File: config.mk
export PLATFORM = sky130hd
export DESIGN_NAME = microondas_timer_flat
export DESIGN_NICKNAME = d
export VERILOG_FILES = /design/src/rtl/microondas_timer_if.sv /design/src/rtl/microondas_timer.sv /design/src/flat_wrapper.sv
export SDC_FILE = /design/constraint.sdc
export NUM_CORES = 1
export LEC_CHECK = 0
export CORE_MARGIN = 8
export CORE_UTILIZATION = 45
export DETAILED_ROUTE_END_ITERATION = 16
export GPL_ROUTABILITY_DRIVEN = 0
export PLACE_DENSITY = 0.7
export SYNTH_ARGS = -nofsm -noshare
export SYNTH_HDL_FRONTEND = slang
export SYNTH_SLANG_ARGS = --single-unit
File: constraint.sdc
create_clock -name clk -period 2.9 [get_ports clk]
set_input_delay 0.58 -clock clk [delete_from_list [all_inputs] [get_ports clk]]
set_output_delay 0.58 -clock clk [all_outputs]
set_load 0.005 [all_outputs]
File: src/rtl/microondas_timer_if.sv
`default_nettype none
`timescale 1ns/1ps
// ============================================================================
//  Module   : microondas_timer_if
//  Brief    : Keypad / magnetron / display bundle for the cook-time timer.
//             master = keypad + magnetron side, slave = timer.
//  Revision : 1.0 - initial release
// ============================================================================
interface microondas_timer_if;
    logic       clrn;
    logic       key_valid;
    logic [3:0] key_digit;
    logic       ligar;
    logic       key_add30;
    logic [3:0] min_t;
    logic [3:0] min_u;
    logic [3:0] sec_t;
    logic [3:0] sec_u;
    logic       zero;
    logic       done;

    modport master (
        output clrn, key_valid, key_digit, ligar, key_add30,
        input  min_t, min_u, sec_t, sec_u, zero, done
    );

    modport slave (
        input  clrn, key_valid, key_digit, ligar, key_add30,
        output min_t, min_u, sec_t, sec_u, zero, done
    );
endinterface
`default_nettype wire

File: src/rtl/microondas_timer.sv
`default_nettype none
`timescale 1ns/1ps
// ============================================================================
//  Module   : microondas_timer
//  Brief    : BCD mm:ss cook-time countdown. Keypad digits shift in from the
//             right, the count decrements once per TICKS_PER_SEC cycles while
//             ligar is high, zero/done tell the magnetron controller to stop.
//             Optional "+30 s" key enabled by defining MICROONDAS_ADD30_EN.
//  Revision : 1.0 - initial release
// ============================================================================
module microondas_timer #(
    parameter int TICKS_PER_SEC = 100
) (
    input  wire logic          clk,
    input  wire logic          clr,
    microondas_timer_if.slave  bus
);
    localparam int PW = $clog2(TICKS_PER_SEC);
    localparam logic [PW-1:0] C_TICK_LAST = PW'(TICKS_PER_SEC - 1);

    typedef enum logic [1:0] {
        IDLE = 2'd0,
        SET  = 2'd1,
        RUN  = 2'd2,
        DONE = 2'd3
    } state_t;

    state_t         state_q, state_d;
    logic [PW-1:0]  presc_q, presc_d;
    logic [15:0]    cnt_q,   cnt_d;     // {min_t, min_u, sec_t, sec_u}
    logic           zero_q;
    logic           done_q,  done_d;

    logic           w_key_ok;
    logic           w_tick;
    logic           w_add;

    // One-second BCD decrement; seconds 60-99 fall through linearly, 00:00 holds.
    function automatic logic [15:0] bcd_dec(input logic [15:0] c);
        logic [3:0] mt, mu, st, su;
        {mt, mu, st, su} = c;
        if (su != 4'd0) begin
            su = su - 4'd1;
        end else if (st != 4'd0) begin
            st = st - 4'd1;
            su = 4'd9;
        end else if ({mt, mu} != 8'd0) begin
            if (mu != 4'd0) begin
                mu = mu - 4'd1;
            end else begin
                mt = mt - 4'd1;
                mu = 4'd9;
            end
            st = 4'd5;
            su = 4'd9;
        end
        return {mt, mu, st, su};
    endfunction

`ifdef MICROONDAS_ADD30_EN
    // Adds 30 s after folding any 60-99 seconds entry into minutes; clamps at 99:59.
    function automatic logic [15:0] bcd_add30(input logic [15:0] c);
        logic [7:0] mins, secs;
        mins = 8'(c[15:12]) * 8'd10 + 8'(c[11:8]);
        secs = 8'(c[7:4]) * 8'd10 + 8'(c[3:0]) + 8'd30;
        if (secs >= 8'd120) begin
            mins = mins + 8'd2;
            secs = secs - 8'd120;
        end else if (secs >= 8'd60) begin
            mins = mins + 8'd1;
            secs = secs - 8'd60;
        end
        if (mins > 8'd99) begin
            return 16'h9959;
        end
        return {4'(mins / 8'd10), 4'(mins % 8'd10), 4'(secs / 8'd10), 4'(secs % 8'd10)};
    endfunction

    assign w_add = bus.key_add30;
`else
    logic w_add30_unused;
    assign w_add30_unused = bus.key_add30;
    assign w_add = 1'b0;
`endif

    assign w_key_ok = bus.key_valid && !bus.ligar && (bus.key_digit <= 4'd9);
    assign w_tick   = bus.ligar && (presc_q == C_TICK_LAST);

    // Next-state and datapath: clear first, then per-state entry / countdown / +30.
    always_comb begin
        state_d = state_q;
        presc_d = presc_q;
        cnt_d   = cnt_q;
        done_d  = 1'b0;
        if (!bus.clrn) begin
            state_d = IDLE;
            presc_d = '0;
            cnt_d   = 16'h0000;
        end else begin
            case (state_q)
                IDLE: begin
                    if (w_key_ok) begin
                        cnt_d   = {cnt_q[11:0], bus.key_digit};
                        presc_d = '0;
                        if (bus.key_digit != 4'd0) begin
                            state_d = SET;
                        end
                    end
                    if (w_add) begin
                        cnt_d   = add30_or_pass(cnt_d);
                        state_d = SET;
                    end
                end
                SET: begin
                    if (bus.ligar) begin
                        state_d = RUN;
                    end else if (w_key_ok) begin
                        // A fresh entry restarts the second; shifting out every
                        // nonzero digit returns to IDLE.
                        cnt_d   = {cnt_q[11:0], bus.key_digit};
                        presc_d = '0;
                        if (cnt_d == 16'h0000) begin
                            state_d = IDLE;
                        end
                    end
                    if (w_add) begin
                        cnt_d = add30_or_pass(cnt_d);
                        if (cnt_d != 16'h0000 && state_d == IDLE) begin
                            state_d = SET;
                        end
                    end
                end
                RUN: begin
                    if (!bus.ligar) begin
                        state_d = SET;              // pause, prescaler held
                    end else if (w_tick) begin
                        presc_d = '0;
                        cnt_d   = bcd_dec(cnt_q);
                    end else begin
                        presc_d = presc_q + PW'(1);
                    end
                    if (w_add) begin
                        cnt_d = add30_or_pass(cnt_d);
                    end
                    if (w_tick && cnt_d == 16'h0000) begin
                        state_d = DONE;
                        done_d  = 1'b1;
                        presc_d = '0;
                    end
                end
                default: begin                      // DONE
                    state_d = IDLE;
                end
            endcase
        end
    end

    // Pass-through when the +30 key is compiled out keeps the FSM body identical.
    function automatic logic [15:0] add30_or_pass(input logic [15:0] c);
`ifdef MICROONDAS_ADD30_EN
        return bcd_add30(c);
`else
        return c;
`endif
    endfunction

    // State, count and registered zero/done outputs.
    always_ff @(posedge clk or posedge clr) begin
        if (clr) begin
            state_q <= IDLE;
            presc_q <= '0;
            cnt_q   <= 16'h0000;
            zero_q  <= 1'b1;
            done_q  <= 1'b0;
        end else begin
            state_q <= state_d;
            presc_q <= presc_d;
            cnt_q   <= cnt_d;
            zero_q  <= (cnt_d == 16'h0000);
            done_q  <= done_d;
        end
    end

    assign bus.min_t = cnt_q[15:12];
    assign bus.min_u = cnt_q[11:8];
    assign bus.sec_t = cnt_q[7:4];
    assign bus.sec_u = cnt_q[3:0];
    assign bus.zero  = zero_q;
    assign bus.done  = done_q;
endmodule
`default_nettype wire

File: src/flat_wrapper.sv
// flat-port wrapper written by rule: the top's interface ports become plain ports
module microondas_timer_flat 
#(
    parameter int TICKS_PER_SEC = 100
)
  (clk, clr, bus_clrn, bus_key_valid, bus_key_digit, bus_ligar, bus_key_add30, bus_min_t, bus_min_u, bus_sec_t, bus_sec_u, bus_zero, bus_done);
  microondas_timer_if bus_i ();
  input  wire logic clk;
  input  wire logic clr;
  input wire logic [$bits(bus_i.clrn)-1:0] bus_clrn;
  input wire logic [$bits(bus_i.key_valid)-1:0] bus_key_valid;
  input wire logic [$bits(bus_i.key_digit)-1:0] bus_key_digit;
  input wire logic [$bits(bus_i.ligar)-1:0] bus_ligar;
  input wire logic [$bits(bus_i.key_add30)-1:0] bus_key_add30;
  output wire logic [$bits(bus_i.min_t)-1:0] bus_min_t;
  output wire logic [$bits(bus_i.min_u)-1:0] bus_min_u;
  output wire logic [$bits(bus_i.sec_t)-1:0] bus_sec_t;
  output wire logic [$bits(bus_i.sec_u)-1:0] bus_sec_u;
  output wire logic [$bits(bus_i.zero)-1:0] bus_zero;
  output wire logic [$bits(bus_i.done)-1:0] bus_done;
  assign bus_i.clrn = bus_clrn;
  assign bus_i.key_valid = bus_key_valid;
  assign bus_i.key_digit = bus_key_digit;
  assign bus_i.ligar = bus_ligar;
  assign bus_i.key_add30 = bus_key_add30;
  assign bus_min_t = bus_i.min_t;
  assign bus_min_u = bus_i.min_u;
  assign bus_sec_t = bus_i.sec_t;
  assign bus_sec_u = bus_i.sec_u;
  assign bus_zero = bus_i.zero;
  assign bus_done = bus_i.done;
  microondas_timer #(.TICKS_PER_SEC(TICKS_PER_SEC)) u_core (.clk(clk), .clr(clr), .bus(bus_i));
endmodule
# [Word-level counts from Yosys, hierarchy flattened]
# Cells that the tools add are included.
[totals] register_bits=27 in_bits=10 out_inout_bits=18 word_cells=79
[classes] addsub=5 magnitude_cmp=1 n_eq_ne=11 mux=41 reduce_logical=16
[op_table] op="2-to-1 mux 16 bit" n=7
[op_table] op="2-to-1 mux 4 bit" n=14
[op_table] op="zero test 16 bit" n=3
[op_table] op="case mux 16 bit (3 select lines)" n=1
[op_table] op="2-to-1 mux 7 bit" n=6
[op_table] op="case mux 7 bit (3 select lines)" n=1
[op_table] op="2-to-1 mux 2 bit" n=8
[op_table] op="!= test 4 x 3 -> 1 bit, second input constant" n=4
[op_table] op="nonzero test 4 bit" n=4
[op_table] op="subtractor 4 x 1 -> 4 bit, second input constant" n=4
[op_table] op="nonzero test 8 bit" n=1
[op_table] op="adder 7 x 1 -> 7 bit, second input constant" n=1
[op_table] op="equality test 7 bit, second input constant" n=1
[op_table] op="!= test 3 x 2 -> 1 bit, second input constant" n=2
[op_table] op="case mux 2 bit (3 select lines)" n=1
[op_table] op="AND reduction 5 bit" n=1
[op_table] op="<= comparator 4 bit, second input constant" n=1
[op_table] op="logical AND 1 bit" n=4
[op_table] op="!= test 4 x 1 -> 1 bit, second input constant" n=1
[op_table] op="2-to-1 mux 1 bit" n=3
[op_table] op="!= test 3 bit, second input constant" n=1
[op_table] op="AND reduction 3 bit" n=1
[op_table] op="equality test 2 x 1 -> 1 bit, second input constant" n=1
[op_table] op="equality test 2 bit, second input constant" n=1
[op_table] op="2 further kinds" n=2

# [Logic depth before layout (Yosys ltp)]
[depth] word_depth=14 mapped_depth=10 depth_no_buf=9

# [Worst setup path after synthesis]
# No wires, ideal clock.
[synth_timing] kind="register -> register" startpoint="register u_core.cnt_q[0]" endpoint="register u_core.state_q[0]" setup_time_ns=0.087 t_arrival_ns=2.420 required_ns=2.813 slack_ns=0.394 path_stages_with_launch=10 n_path_buf=0 synth_period_minus_slack_ns=2.506 cell_sequence="dfrtp_1 -> inv_1 -> ha_1 -> nor3b_4 -> nand4_1 -> o31a_1 -> nor4_1 -> nand4_1 -> or3_4 -> a211oi_2"
[synth_via] elab_chain_len=12 elab_cells_between_ends=21 cone_classes="1 x add/sub; 2 x eq/ne; 13 x mux; 5 x reduce/logical"
[synth_lines] item="start: declaration" line="microondas_timer.sv:30" rtl="logic [15:0] cnt_q, cnt_d;"
[synth_lines] item="start signal: assignment" line="microondas_timer.sv:178" rtl="cnt_q <= cnt_d;"
[synth_lines] item="branches (longest 12 deep; another with subtractor 4 x 1 -> 4 bit)"
[synth_lines] item="end signal: assignment" line="microondas_timer.sv:176" rtl="state_q <= state_d;"
[synth_lines] item="end: declaration" line="microondas_timer.sv:28" rtl="state_t state_q, state_d;"
# Several ways; the timed one is not identified. The select of a mux whose other input is x is not followed.
# A chain may end at the register's enable or synchronous reset.

# [Final worst setup path]
[layout_timing] startpoint="input port bus_ligar" endpoint="register u_core.zero_q (netlist: u_core.bus.zero)"
[layout_via] elab_chain_len=8 elab_cells_between_ends=13 cone_classes="8 x mux; 5 x reduce/logical"
[layout_lines] item="start: declaration" line="flat_wrapper.sv:13" rtl="input wire logic [$bits(bus_i.ligar)-1:0] bus_ligar;"
[layout_lines] item="logical AND 1 bit / zero test 1 bit (equally long branches)"
[layout_lines] item="2-to-1 mux 16 bit / logical AND 1 bit (equally long branches)" line="microondas_timer.sv:136, microondas_timer.sv:86"
[layout_lines] item="2-to-1 mux 16 bit / logical AND 1 bit (equally long branches)" line="microondas_timer.sv:134, microondas_timer.sv:86"
[layout_lines] item="2-to-1 mux 16 bit, on equally long branches" line="microondas_timer.sv:100, microondas_timer.sv:102, microondas_timer.sv:117"
[layout_lines] item="2-to-1 mux 16 bit, on equally long branches" line="microondas_timer.sv:95, microondas_timer.sv:115"
[layout_lines] item="case mux 16 bit (3 select lines) *" line="microondas_timer.sv:100" rtl="case (state_q)"
[layout_lines] item="2-to-1 mux 16 bit *" line="microondas_timer.sv:95" rtl="if (!bus.clrn) begin"
[layout_lines] item="named net u_core.cnt_d[7]" line="microondas_timer.sv:30"
[layout_lines] item="zero test 16 bit *" line="microondas_timer.sv:179" rtl="zero_q <= (cnt_d == 16'h0000);"
[layout_lines] item="end signal: assignment" line="microondas_timer.sv:179"
[layout_lines] item="end: declaration" line="microondas_timer.sv:31" rtl="logic zero_q;"
# Mark *: on every way through the listed nets, which the timed path passes. The rest lies on a longest branch. The select of a mux whose other input is x is not followed.

==> impl_metrics.yaml <==
logic_synthesis:
  yosys.area.top_type: "dfrtp_1"
  syn_inst: 258
  synth-async-reset-ratio: 1.00
  avgSynthCellArea_um2: 8.33
  synth.area.top_cells: "dfrtp_1 30%, o21ai_0 4.2%, nor2_1 4.2%"
  yosys_warnings: 0
  synth_edf_count: 0
  ys_types: 59
  netlist_area_mm2: 0.00215
  syn-num-nets: 274
  ys_seq_area_frac: 0.315
  synth_top_cell_area_share: 0.303
  synthFlopType: "dfrtp_1"
  ys_ff_latch: 27
layout:
  n_antenna_cell: 0
  fill_cells: 433
  design_area_mm2: 0.00286
  drive_above_1_share: 0.217
  final_nets: 344
  area_growth_pct: 33.1
worst_setup_path:
  reg2reg_depth: 10
  start_kind: "input pin"
  critPathSlowestCell: "nor4_1"
  path_max_fanout: 6
  worst-r2r-setup-slack_ns: 0.09
  crit_required_ns: 3.13
  end_kind: "register"
  worst_path_most_repeated_cell: "and4b_1"
  crit_chain: "clkdlybuf4s50_1 -> and4b_1 -> nand3_1 -> buf_4 -> o31ai_1 -> o311a_1 -> a311oi_1 -> nor4_1 -> and4b_1"
  reg2reg_from: "u_core.cnt_q[0]$_DFF_PP0_"
  slowest_delay_ns: 0.54
  critPathArrivalTime_ns: 3.10
  r2r-end: "u_core.bus.zero$_DFF_PP1_"
  setup.worst_path.class: "input pin to register"
timing:
  slew_violations: 0
  finalCriticalPeriod_ns: 2.87
  hold_violations: 0
  relSlewSlack: 0.567
  post-route-worst-setup-slack_ns: 0.0271
  rsz0062_at_grt: "no"
  skew_ns: 0.00541
  worst-slew-pin-transition_ns: 0.645
  min_period_over_period: 0.991
  fmaxAchievable_mhz: 348
  setup-violations-final: 0
route:
  vias_per_cell: 6.38
  drcViolationCount: 0
  drt_iter0_drc: 230
  first_pass_iters: 5
  wl_um: 6870
  vias: 2432
  wl_per_cell_um: 18.0
  final_antenna_net_count: 0
floorplan:
  fp.dieH_um: 85.1
  initial_core_util: 0.461
  die_w_um: 85.1
  coreArea_mm2: 0.00466
  row_count: 25
  ioPinCount: 28
  dieArea_mm2: 0.00724
placement:
  io_buffer_count: 26
  placed_cell_area_mm2: 0.00280
  dp_hpwl_um: 5330
  place_ws_ns: -0.153
global_routing:
  grt_start_max_net_pins: 28
  gr-usage-met1: 0.250
  grt_first_pass_wirelength_um: 11500
  top_usage_layer: "met2"
  grt_util_met2: 0.320
  grt_use_met3: 0.0241
  antenna_found_initial: 0
  overflow: 0
  first_global_vias: 2309
  gr-usage-all-layers: 0.195
clock_tree:
  clk_pin_slew_ns: 0.10
  cts_sinks: 27
  ctsHoldBuffers: 0
  worstSkewPairLatency_ns: 0.28
  cts_tree: "yes"
  clockBufferDepth: 2
  cts-root-buf: "clkbuf_8"
  cts_buffers: 3
  htree_levels: 1
min_path:
  holdCritStartpoint: "u_core.presc_q[6]$_DFFE_PP0P_"
  worstHoldPathCells: 1
  holdCritPathClass: "register to register"
  hold_end: "u_core.presc_q[6]$_DFFE_PP0P_"
power_and_ir_drop:
  p_total_mw: 1.01
  p_comb_frac: 0.349
  internal_power_uw: 665
  ir_drop_uv: 162
  p_sw_uw: 340
  powerDensity_mw_per_mm2: 352
  pwr-share-seq: 0.423
  power.leakage_nw: 1.23
  sw_frac_of_total: 0.338
  p_clk_frac: 0.228
status:
  status: "completed"
job:
  cap_violations: 0
[stage by stage]
step / setup TNS, ns / instances / utilization / hold slack [ns]
4_1_cts: 0 / 380 / 0.610 / 0.529
3_5_place_dp: -0.400 / 376 / 0.600 / 0.510
5_1_grt: 0 / 381 / 0.613 / 0.542
3_3_place_gp: -0.257 / 376 / 0.600 / 0.497
6_report: 0 / 381 / 0.613 / 0.532
2_1_floorplan: 0 / 258 / - / 0.460
[critical path: cells and delay by family]
family,cells,cell delay [ns]
compound gates,3,0.51
buf+inv,2,0.68
simple gates,4,1.33
[synth_stat cells, types with 2 or more instances]
library cell and instances:
dfrtp_1 26, nor2_1 24, nand2_1 21, o21ai_0 18
a21oi_1 16, inv_1 11, nand3_1 11, nor3_1 9
clkbuf_1 8, or3_1 7, ha_1 6, nor4_1 6
mux2i_1 5, o211ai_1 5, o221ai_1 5, o31ai_1 5
and3_1 4, nor3b_1 4, a211oi_1 3, buf_2 3
nand2b_1 3, nand4_1 3, nor2b_1 3, o21a_1 3
o32ai_1 3, or4_1 3, a221oi_1 2, a22o_1 2
and4b_1 2, nor3b_2 2, nor4_4 2, o22ai_1 2
o311a_1 2, o31a_1 2, or2_2 2, or3b_1 2
[state kept, by name, indices dropped and copies added, names as in the netlist]
signal / count
u_core.state_q: 2
u_core.cnt_q: 16
u_core.bus.done: 1
u_core.presc_q: 7
u_core.bus.zero: 1
[cell usage in the layout (no fill, tap or decap), drive strengths merged, types with 4 or more instances in the layout]
cell type       n
buf            51
clkdlybuf4s50  26
dfrtp          26
nor2           24
nand2          21
o21ai          18
a21oi          16
nand3          11
inv            11
nor3            9
or3             8
nor4            8
nor3b           7
ha              6
o31ai           5
mux2i           5
o221ai          5
o211ai          5
and3            4
a211oi          4
[power groups by stage]
stage | Sequential (mW) | Clock [mW] | Combinational (mW)
after detailed placement | 0.432 | 0 | 0.340
after CTS | 0.424 | 0.241 | 0.342
final | 0.425 | 0.229 | 0.351
after floorplan | 0.426 | 0 | 0.187
after global placement | 0.430 | 0 | 0.337
after global routing | 0.428 | 0.251 | 0.380
[logic make-up after synthesis]
logic type / Yosys count / synth area share
AO/OA/AOI/OAI: 80 / 0.259
AND/OR/NAND/NOR: 115 / 0.313
multiplexers: 6 / 0.0285
buffers and inverters: 23 / 0.0454
XOR/XNOR: 1 / 0.00408
flip-flops: 27 / 0.315
adder cells (fa/ha/maj): 6 / 0.0349
[layout make-up]
type	instances	area (um2)	area share
clock inverters	1	7.51	0.00263
repair buffers	77	643	0.225
multi-input cells	208	1380	0.483
inverters	11	41.3	0.0144
well taps	54	67.6	0.0236
flip-flops and latches	27	677	0.237
clock buffers	3	41.3	0.0144
[routing by layer]
layer  up-vias  wire [um]
li1       1128          -
met1      1165       2930
met2       120       3250
met3        19        472
met4         0        223
met5         -          0
[timing repair]
action	CTS	global route
endpoints found under the setup margin	0	3
gates resized for setup	0	3
setup buffers	0	1
[worst max path at each step]
stage,start,end,slack (ns),cells after the start
after CTS,u_core.cnt_q[0]$_DFF_PP0_,u_core.bus.zero$_DFF_PP1_,0.04,10
after floorplan,u_core.cnt_q[0]$_DFF_PP0_,u_core.state_q[0]$_DFFE_PP0P_,0.39,9
after global routing,u_core.cnt_q[13]$_DFF_PP0_,u_core.bus.zero$_DFF_PP1_,0.02,11
after detailed placement,bus_ligar,u_core.bus.zero$_DFF_PP1_,-0.15,9
final,bus_ligar,u_core.bus.zero$_DFF_PP1_,0.03,9
after global placement,bus_ligar,u_core.bus.zero$_DFF_PP1_,-0.11,9
Note: power is estimated with default switching activity, not from simulation.
